==> src/rtl/twiddle_pkg.sv <==
// Shared types and constants for the NTT twiddle-factor table generator.
package twiddle_pkg;

    typedef enum logic [1:0] {
        IDLE,
        FILL,
        DONE
    } state_e;

    localparam int unsigned Q_DEFAULT       = 65537;
    localparam int unsigned PSI_DEFAULT     = 2;
    localparam int unsigned PSI_INV_DEFAULT = 32769;

    // Reverse the low n bits of a; bits above n come back as zero.
    function automatic logic [31:0] bitrev(input logic [31:0] a, input int unsigned n);
        logic [31:0] src;
        logic [31:0] r;
        src = a;
        r   = '0;
        for (int unsigned i = 0; i < n; i++) begin
            r   = {r[30:0], src[0]};
            src = src >> 1;
        end
        return r;
    endfunction

endpackage

==> src/rtl/twiddle_gen_mod_mul.sv <==
// Combinational modular multiply: p = (a * b) mod Q using a full 2*QW-bit product.
module mod_mul
    import twiddle_pkg::*;
#(
    parameter int unsigned QW = 17,
    parameter int unsigned Q  = Q_DEFAULT
) (
    input  logic [QW-1:0] a_i,
    input  logic [QW-1:0] b_i,
    output logic [QW-1:0] p_o
);

    localparam logic [2*QW-1:0] QL = (2*QW)'(Q);

    logic [2*QW-1:0] prod;
    logic [2*QW-1:0] rem;

    always_comb begin
        prod = (2*QW)'(a_i) * (2*QW)'(b_i);
        rem  = prod % QL;
        p_o  = rem[QW-1:0];
    end

endmodule

==> src/rtl/twiddle_gen.sv <==
// Twiddle table generator: fills table[a] = R^bitrev(a) mod Q, R = PSI or PSI_INV.
// Optional macro TWIDDLE_AUTOLOAD_EN starts a forward fill on the first cycle out of reset.
module twiddle_gen
    import twiddle_pkg::*;
#(
    parameter int unsigned LOGN    = 4,
    parameter int unsigned QW      = 17,
    parameter int unsigned Q       = Q_DEFAULT,
    parameter int unsigned PSI     = PSI_DEFAULT,
    parameter int unsigned PSI_INV = PSI_INV_DEFAULT
) (
    input  logic            clk,
    input  logic            rst_n,
    input  logic            start,
    input  logic            inv,
    output logic            busy,
    output logic            done,
    output logic            table_valid,
    output logic            table_inv,
    input  logic            rd_en,
    input  logic [LOGN-1:0] rd_addr,
    output logic            rd_valid,
    output logic [QW-1:0]   rd_data
);

    localparam int unsigned   N     = 1 << LOGN;
    localparam logic [QW-1:0] R_FWD = QW'(PSI);
    localparam logic [QW-1:0] R_INV = QW'(PSI_INV);

    state_e          state_q;
    logic            mode_q;
    logic [LOGN-1:0] k_q;
    logic [QW-1:0]   w_q;
    logic [QW-1:0]   w_d;
    logic [QW-1:0]   root;
    logic            busy_q;
    logic            done_q;
    logic            valid_q;
    logic            tinv_q;
    logic            rd_valid_q;
    logic [QW-1:0]   rd_data_q;
    logic [LOGN-1:0] wr_addr;
    logic            start_eff;
    logic            inv_eff;

    logic [QW-1:0]   mem [N];

`ifdef TWIDDLE_AUTOLOAD_EN
    logic autoload_q;

    always_ff @(posedge clk) begin
        autoload_q <= ~rst_n;
    end

    assign start_eff = start | autoload_q;
    assign inv_eff   = inv & ~autoload_q;
`else
    assign start_eff = start;
    assign inv_eff   = inv;
`endif

    assign root    = mode_q ? R_INV : R_FWD;
    assign wr_addr = LOGN'(bitrev(32'(k_q), LOGN));

    mod_mul #(
        .QW (QW),
        .Q  (Q)
    ) u_mod_mul (
        .a_i (w_q),
        .b_i (root),
        .p_o (w_d)
    );

    always_ff @(posedge clk) begin
        if (state_q == FILL) begin
            mem[wr_addr] <= w_q;
        end
    end

    always_ff @(posedge clk) begin
        if (!rst_n) begin
            state_q    <= IDLE;
            mode_q     <= 1'b0;
            k_q        <= '0;
            w_q        <= QW'(1);
            busy_q     <= 1'b0;
            done_q     <= 1'b0;
            valid_q    <= 1'b0;
            tinv_q     <= 1'b0;
            rd_valid_q <= 1'b0;
            rd_data_q  <= '0;
        end else begin
            done_q <= 1'b0;
            case (state_q)
                IDLE: begin
                    if (start_eff) begin
                        mode_q  <= inv_eff;
                        k_q     <= '0;
                        w_q     <= QW'(1);
                        valid_q <= 1'b0;
                        busy_q  <= 1'b1;
                        state_q <= FILL;
                    end
                end
                FILL: begin
                    w_q <= w_d;
                    k_q <= k_q + LOGN'(1);
                    if (k_q == LOGN'(N - 1)) begin
                        state_q <= DONE;
                        busy_q  <= 1'b0;
                        done_q  <= 1'b1;
                        valid_q <= 1'b1;
                        tinv_q  <= mode_q;
                    end
                end
                DONE:    state_q <= IDLE;
                default: state_q <= IDLE;
            endcase

            // Rejected reads still answer, with valid low and data forced to zero.
            if (rd_en) begin
                if (valid_q && !busy_q) begin
                    rd_valid_q <= 1'b1;
                    rd_data_q  <= mem[rd_addr];
                end else begin
                    rd_valid_q <= 1'b0;
                    rd_data_q  <= '0;
                end
            end else begin
                rd_valid_q <= 1'b0;
            end
        end
    end

    assign busy        = busy_q;
    assign done        = done_q;
    assign table_valid = valid_q;
    assign table_inv   = tinv_q;
    assign rd_valid    = rd_valid_q;
    assign rd_data     = rd_data_q;

endmodule
==> config.mk <==
export PLATFORM = sky130hd
export DESIGN_NAME = twiddle_gen
export DESIGN_NICKNAME = d
export VERILOG_FILES = /design/src/rtl/twiddle_pkg.sv /design/src/rtl/twiddle_gen_mod_mul.sv /design/src/rtl/twiddle_gen.sv
export SDC_FILE = /design/constraint.sdc
export NUM_CORES = 1
export LEC_CHECK = 0
export ABC_AREA = 0
export BUFFER_PORTS_ARGS = -buffer_cell sky130_fd_sc_hd__buf_4
export CORE_ASPECT_RATIO = 0.9
export CORE_MARGIN = 3
export CORE_UTILIZATION = 55
export DETAILED_ROUTE_END_ITERATION = 10
export HOLD_SLACK_MARGIN = 0.15
export PLACE_DENSITY_LB_ADDON = 0.15
export SLEW_MARGIN = 20
export SYNTH_ARGS = -nofsm -noshare
export SYNTH_HDL_FRONTEND = slang
export SYNTH_SLANG_ARGS = --single-unit
==> constraint.sdc <==
create_clock -name clk -period 22.7 [get_ports clk]
set_clock_uncertainty 0.2 [all_clocks]
set_input_delay 2.27 -clock clk [delete_from_list [all_inputs] [get_ports clk]]
set_output_delay 2.27 -clock clk [all_outputs]
set_load 0.1 [all_outputs]
Word level (Yosys, flattened, before mapping)
Memory sizes are Yosys's and may differ from the RTL's.
Cells that the tools add are included.
- div/mod/pow operators: 1
- add/sub/neg operators: 1
- equality and inequality tests: 4
- mux-type cells: 19
- multiply operators: 1
- reductions and logical operators: 11
- operator list (operator ; count):
    $mod 34x17->34 const B ; 1
    $mux 17 ; 2
    $pmux 17 s2 ; 1
    $mul 17x16->33 ; 1
    $mux 16 ; 1
    $reduce_and 2->1 ; 6
    $mux 1 ; 8
    $pmux 4 s2 ; 1
    $add 4x1->4 const B ; 1
    $eq 4x4->1 const B ; 1
    $mux 2 ; 2
    $mux 4 ; 1
    $pmux 1 s2 ; 2
    $pmux 2 s2 ; 1
    $reduce_and 3->1 ; 1
    $eq 2x1->1 const B ; 1
    $logic_not 2->1 ; 1
    $ne 2x1->1 const B ; 1
    $ne 2x2->1 const B ; 1
    $reduce_bool 2->1 ; 1
    $logic_and 1x1->1 ; 1
    $logic_not 1->1 ; 1
- input bits: 9
- register bits after elaboration: 46
- memories: 1
- memory bits (writable): 272
- output and inout bits: 22
- logic and storage cells: 48
- memory list (memory ; words ; width ; rd ports ; clocked after memory_dff ; write ports ; RTL line ; source):
    mem ; 16 ; 17 ; 1 ; 0 ; 1 ; twiddle_gen.sv:46 ; logic [QW-1:0] mem [N];

Longest topological paths before layout
Gate-level depths: netlist of the first run.
- depth in word-level cells: 4
- depth in mapped cells: 96
- mapped depth without buffers: 75

By module
Synthesis of the first run repeated with hierarchy kept, for this count alone.
- cell total of the unflattened synthesis: 3400
- area, all modules: 32826.5 um2
- by module, submodules not included (module ; seq. area each (um2) ; cells each ; instances ; area each (um2)):
    mod_mul ; 0.0 ; 2752 ; 1 ; 20688.6
    twiddle_gen ; 9088.7 ; 648 ; 1 ; 12137.9

Worst setup path after synthesis of the first run
Ideal clock, no wire load.
- kind: register -> register
- from: reg mode_q
- to: reg w_q[7]
- cell stages (with the launch flop): 88
- path buffers: 14
- period minus slack after synthesis: 22.020 ns
- data arrival time: 21.703 ns
- setup time: 0.117 ns
- setup slack: 0.680 ns
- required time: 22.383 ns
- path through: dfxtp_1 > buf_6 > buf_4 > clkbuf_1 > buf_4 > clkbuf_1 > nand2_1 > inv_1 > ha_1 > fa_1 > ha_1 > ha_1 > clkbuf_1 > o21ai_0 > o21ai_1 > a31oi_1 > or3_1 > xnor2_1 > (+52 left out) > and4_1 > buf_2 > a2111oi_2 > xor2_1 > and4bb_1 > nand4_1 > a41oi_1 > buf_2 > nor2_2 > a21oi_1 > ha_1 > inv_1 > nor4_4 > nand4_2 > a21oi_4 > nor3_2 > xnor2_1 > a22o_1
- cells in the longest elaborated chain, start to end: 4
- RTL lines (what ; RTL line ; source):
    start: declaration ; twiddle_gen.sv:31 ; logic mode_q;
    start signal: assignment ; twiddle_gen.sv:97 ; mode_q <= inv_eff;
    $mux 16 ; twiddle_gen.sv:62 ; assign root = mode_q ? R_INV : R_FWD;
    $mul 17x16->33 ; twiddle_gen_mod_mul.sv:19 ; prod = (2*QW)'(a_i) * (2*QW)'(b_i);
    $mod 34x17->34 ; twiddle_gen_mod_mul.sv:20 ; rem = prod % QL;
    $pmux 17 s2 ; twiddle_gen.sv:94 ; case (state_q)
    end signal: assignment ; twiddle_gen.sv:106 ; w_q <= w_d;
    end: declaration ; twiddle_gen.sv:33 ; logic [QW-1:0] w_q;
No other way between the ends.
A chain may end at the register's enable or synchronous reset.

Final worst setup path of the first run
- from: reg mode_q
- to: reg w_q[12]
The elaborated chain is that of the path after synthesis.

==> results of run 1 <==
kinds of logic (layout without fill, tap and decap cells):
group | count (synthesis) | in the layout | share of synthesized area (%)
other | 1 | 5 | 0.0159
buffers and inverters | 130 | 250 | 2.43
adders and majority gates | 31 | 31 | 1.65
xor gates and xnor gates | 156 | 156 | 5.96
and+or+nand+nor | 932 | 932 | 22.3
DFF | 318 | 318 | 38.6
muxes | 132 | 132 | 10.2
AOI/OAI and AO/OA | 600 | 600 | 18.9
layer usage:
layer | up-vias | wire (um) | track usage [%]
met3 | 101 | 4290 | 2.34
met1 | 10000 | 30700 | 42.7
li1 | 9323 | - | -
met2 | 828 | 33900 | 50.4
met5 | - | 0 | 0
met4 | 0 | 1400 | 6.33
flip-flops by register name, summed over array words and instances, names as in the netlist, 2 cells and up:
name and count:
k_q 4, mem 272, rd_data 17, state_q 2, w_q 17
Yosys cell counts (17+ instances only):
cell type / count / area, sq um
nor2_1: 169 / 634
nand2_1: 165 / 619
buf_2: 28 / 140
mux2i_1: 30 / 300
nand2b_1: 28 / 175
a21o_1: 24 / 180
mux4_2: 85 / 1910
dfxtp_1: 46 / 921
nor3_1: 81 / 405
nor2b_1: 18 / 113
edfxtp_1: 272 / 8170
ha_1: 27 / 338
a31oi_1: 34 / 213
nand3_1: 93 / 465
xor2_1: 36 / 315
or2_2: 22 / 138
clkbuf_1: 45 / 169
and3_1: 38 / 238
xnor2_1: 115 / 1010
nand4_1: 43 / 269
nor4_1: 39 / 244
inv_1: 39 / 146
o211ai_1: 17 / 128
o21a_1: 23 / 173
and2_1: 58 / 363
a211oi_1: 24 / 180
or3_1: 32 / 200
o21ai_1: 39 / 195
o21ai_0: 76 / 380
a21oi_1: 92 / 460
a22o_1: 22 / 193
o31ai_1: 24 / 180
worst register-to-register path, delay by kind of cell, from the launching register on:
family / cells / cell delay [ns]
flip-flops: 1 / 0.43
adder cells (fa/ha/maj): 4 / 1.33
buffers and inverters: 7 / 1.43
AO/OA/AOI/OAI: 24 / 6.33
multiplexers: 2 / 0.63
XOR/XNOR: 5 / 1.47
AND/OR/NAND/NOR: 30 / 9.90
layout make-up:
| class | count | area, sq um | share of cell area (%) |
|---|---|---|---|
| clock buffer | 29 | 693 | 2.62 |
| clock inverter | 19 | 230 | 0.870 |
| inverter | 41 | 154 | 0.582 |
| multi-input combinational | 1856 | 14400 | 54.3 |
| sequential | 318 | 9090 | 34.4 |
| tap | 547 | 684 | 2.59 |
| timing repair buffer | 161 | 1220 | 4.63 |
metrics by stage:
step	setup slack, ns	util (%)
after floorplan	0.680	-
after global placement	-0.293	59.4
after detailed placement	-0.393	59.4
after CTS	0.0577	61.8
after global routing	-0.0872	63.0
final	0.850	63.0
worst paths after layout:
check / startpoint / endpoint / cells after the start
max: mode_q / w_q[12] / 72
min: rd_data[16] / rd_data[16] / 1
max reg2reg: mode_q / w_q[12] / 72
min reg2reg: rd_data[16] / rd_data[16] / 1
timing repair:
item / in CTS / in global routing
hold endpoints to repair: 0 / 0
endpoints found under the setup margin: 17 / 17
gates cloned: 0 / 0
setup buffers: 1 / 11
gates resized for setup: 11 / 82
pin swaps: 1 / 12
==> impl_metrics.csv, run 1 <==
group,metric,value,unit
outcome,status,"completed",
global_route,grt_max_degree,69,
drt,vias,20300,
logic_synthesis,synth_cells,2300,
floorplanning,io_pins,31,
logic_synthesis,yosysUniqueCellTypes,133,
timing,worst_pin_slew,1.11,ns
run,drv_cap,0,
global_route,antenna_found_initial,0,
timing,setup_violations,0,
logic_synthesis,yosysWarnings,0,
worst_setup_path,path_class,"flop to flop",
timing,setup_tns,0,ns
timing,report.final.slew_viol_count,0,
placed_design,io_buffer_count,30,
layout,n_fill_cell,3354,
cts,numCtsBuffers,26,
worst_setup_path,crit_top_cell,"buf_4",
floorplanning,dieArea,0.0453,sq mm
logic_synthesis,syn_area,0.0235,sq mm
timing,max_freq,45.8,MHz
layout,fin_area,0.0265,sq mm
placed_design,place_inst,2911,
layout,nets,2441,
drt,drt-initial-drc-count,1923,
worst_setup_path,worstSetupEndpointType,"flop",
logic_synthesis,synthArstFlopShare,0,%
cts,cts_num_sinks,318,
timing,period_share,96.3,%
floorplanning,num_rows,71,
floorplanning,core-area,0.0420,sq mm
timing,fin_crit,21.85,ns
layout,drive_above_1_share,20.7,%
logic_synthesis,yosysSeqAreaShare,38.6,%
placed_design,gp_congestion,0.951,
cts,clock_latency,0.52,ns
worst_setup_path,crit_path_max_incr_delay,0.70,ns
layout,instances_no_fill,2971,
layout,layout_commonest_cell,"edfxtp_1",
logic_synthesis,synth_edf_count,272,
floorplanning,die_w,224,um
layout,areaGrowthSynthToFinish,12.4,%
worst_setup_path,cp_data_arrival_time,22.04,ns
layout,diodes,0,
cts,h-tree-depth,1,
drt,drc,0,
drt,drt_first_pass_iters,6,
placed_design,place_area,0.0250,sq mm
worst_setup_path,path_buf_inv,7,
layout,final_cell_mix,"edfxtp_1, nor2_1, nand2_1",
drt,ant_nets,0,
logic_synthesis,ys_ff_latch,318,
global_route,grt.total_usage,29.9,%
drt,wirelength,70.3,mm
cts,clk_path_buf_depth,3,
timing,finalHoldViolCount,0,
floorplanning,initial_core_util,56.0,%
cts,tritoncts,"built",
cts,clkTransAtPathRegs,0.07,ns
hold_path,hp-class,"flop to flop",
cts,hold_buffers,0,
worst_setup_path,crit_path_top_delay_cell,"a311oi_2",
worst_setup_path,critPathRequiredTime,22.89,ns
global_route,overflow,0,
logic_synthesis,syn_area_per_cell,10.2,sq um
timing,slew_headroom,25.8,%
global_route,first_global_vias,19200,
worst_setup_path,cp_max_fo,10,
cts,root_buffer,"clkbuf_16",
placed_design,hpwl,50.2,mm
global_route,grt_pass1_wl,109,mm
worst_setup_path,path_delay_family,"simple AND/OR/NAND/NOR gates",
worst_setup_path,reg2reg_setup_slack,0.85,ns
floorplanning,die_height,202,um
timing,hold_ws,0.281,ns
logic_synthesis,synth_flop_cell,"edfxtp_1",
worst_setup_path,critPathLaunchType,"flop",
drt,routedWlPerCell,23.7,um
drt,avgViaCountPerCell,6.82,
Power of run 1 is not shown: default switching activity piles up to over one toggle a cycle in this logic, so the estimate is an artifact.
==> run 2, diff against run 1 <==
CELL_PAD_IN_SITES_DETAIL_PLACEMENT = 1   (was not set)
CELL_PAD_IN_SITES_GLOBAL_PLACEMENT = 1   (was not set)
CORE_UTILIZATION = 47   (was 55)
==> run 2 against run 1 <==
Effect of this change:
- sequential cell count unchanged
- first-iteration DRC count down 28%
- fmax up 0.38%
- final area up 2.1%
- non-clock buffer count up 22
- setup slack better by 0.082 ns
- core utilization down 8.2 points
- via count up 0.64%
- routed wire length up 13%
- final cell count up 4.9%
- hold slack worse by 0.015 ns
- critical endpoint is now w_q[3]
==> impl_metrics.csv, run 2 (synthesized netlist as in run 1, its figures left out) <==
group,metric,value,unit
outcome,status,"completed",
global_route,grt_pass1_wl,123,mm
placed_design,pre_cts_ws,-1.34,ns
timing,worst_pin_slew,1.11,ns
layout,layout_commonest_cell,"edfxtp_1",
hold_path,min_path_cells,2,
placed_design,place_inst,3043,
worst_setup_path,critPathLaunchType,"flop",
floorplanning,initial_core_util,47.7,%
cts,hold_buffers,0,
global_route,first_global_vias,20600,
worst_setup_path,crit_top_cell,"or4_4",
worst_setup_path,crit_path_top_delay_cell,"or4_4",
timing,report.final.slew_viol_count,0,
drt,drt-initial-drc-count,1384,
worst_setup_path,reg2reg_setup_slack,0.93,ns
drt,avgViaCountPerCell,6.54,
worst_setup_path,cp_data_arrival_time,21.97,ns
worst_setup_path,critPathRequiredTime,22.90,ns
global_route,grt_max_degree,69,
floorplanning,num_rows,77,
placed_design,io_buffer_count,30,
worst_setup_path,worstSetupEndpointType,"flop",
floorplanning,core-area,0.0493,sq mm
hold_path,min_to,"table_inv",
placed_design,gp_congestion,0.927,
global_route,antenna_found_initial,0,
timing,setup_violations,0,
worst_setup_path,cp_max_fo,12,
floorplanning,die_w,242,um
timing,setup_ws,0.932,ns
worst_setup_path,crit_path_max_incr_delay,0.65,ns
layout,areaGrowthSynthToFinish,14.8,%
cts,clk_path_buf_depth,3,
cts,tritoncts,"built",
worst_setup_path,critPathLaunch,"mode_q",
layout,instances_no_fill,3118,
timing,slew_headroom,26.2,%
drt,ant_nets,0,
worst_setup_path,reg2reg_from,"mode_q",
layout,largest_reg_flops,272,
worst_setup_path,path_class,"flop to flop",
layout,drive_above_1_share,22.6,%
cts,h-tree-depth,1,
drt,wirelength,79.5,mm
worst_setup_path,worst-r2r-cell-count,73,
cts,clock_latency,0.53,ns
timing,finalHoldViolCount,0,
placed_design,hpwl,58.8,mm
drt,vias,20400,
cts,cts_num_sinks,318,
layout,final_cell_mix,"edfxtp_1, buf_4, nor2_1",
cts,clkTransAtPathRegs,0.07,ns
hold_path,min_from,"table_inv",
timing,max_freq,45.9,MHz
worst_setup_path,r2r_end,"w_q[3]",
run,drv_cap,0,
drt,drt_first_pass_iters,5,
floorplanning,dieArea,0.0528,sq mm
layout,regMostFlops,"mem",
layout,nets,2464,
timing,hold_ws,0.266,ns
floorplanning,die_height,218,um
layout,diodes,0,
layout,n_fill_cell,5408,
drt,drc,0,
global_route,overflow,0,
layout,utilization,54.8,%
global_route,grt.total_usage,29.2,%
floorplanning,io_pins,31,
timing,fin_crit,21.77,ns
timing,period_share,95.9,%
hold_path,hp-class,"flop to flop",
drt,routedWlPerCell,25.5,um
cts,root_buffer,"clkbuf_16",
cts,numCtsBuffers,27,
[run 2: cell types whose count changed in the layout (fill, tap and decap cells not counted), moves of 4 or more]
| cell | before | now |
|---|---|---|
| and2_2 | 8 | 4 |
| buf_4 | 159 | 182 |
| clkbuf_1 | 1 | 8 |
| mux2i_1 | 28 | 24 |
| nand3_1 | 92 | 88 |
| nor3_1 | 76 | 69 |
| nor3_2 | 13 | 17 |
| nor4_2 | 10 | 6 |
| nor4_4 | 5 | 9 |
| o21ai_0 | 75 | 70 |
| o21ai_1 | 35 | 40 |
[run 2: metal layers]
metal	track usage, %	up-vias	wire length [um]
met2	51.2	562	39000
met3	2.32	84	3740
met4	5.27	0	1300
met5	0	-	0
li1	-	9358	-
met1	40.2	10400	35400
[run 2: through the flow]
| stage | TNS (ns) | cell area [sq um] |
|---|---|---|
| 2_1_floorplan | 0 | 23600 |
| 3_3_place_gp | -14.48 | 25200 |
| 3_5_place_dp | -21.06 | 25200 |
| 4_1_cts | 0 | 26300 |
| 5_1_grt | -0.0408 | 27000 |
| 6_report | 0 | 27000 |
[run 2: what timing repair did]
action / 4_1_cts / 5_1_grt
pin swaps: 4 / 24
setup buffers: 3 / 23
gates cloned: 0 / 0
resized for setup: 47 / 108
endpoints found under the setup margin: 17 / 17
hold endpoints to repair: 0 / 0
[run 2: worst max path at each step]
stage | slack, ns | cells after the start | endpoint
5_1_grt | -0.02 | 73 | w_q[16]
4_1_cts | 0.005 | 75 | w_q[3]
3_3_place_gp | -0.94 | 76 | w_q[16]
3_5_place_dp | -1.34 | 76 | w_q[7]
6_report | 0.93 | 73 | w_q[3]
2_1_floorplan | 0.68 | 87 | w_q[7]
[run 2: final cells by class]
cell class / instances / area [sq um] / area share (%)
Clock inverter: 11 / 113 / 0.417
Clock buffer: 38 / 747 / 2.76
Inverter: 41 / 154 / 0.570
Tap cell: 671 / 840 / 3.11
Multi-Input combinational cell: 1856 / 14700 / 54.4
Timing Repair Buffer: 183 / 1390 / 5.13
Sequential cell: 318 / 9090 / 33.6
[run 2: critical path: cells and delay by family, from the launching register on]
| kind | cells | cell delay [ns] |
|---|---|---|
| simple gates | 34 | 11.53 |
| compound gates | 23 | 5.71 |
| fa+ha+maj | 5 | 1.55 |
| buf+inv | 6 | 0.95 |
| xor+xnor | 4 | 0.85 |
| flops | 1 | 0.41 |
| mux | 1 | 0.40 |
Power of run 2 is left out for the same reason.
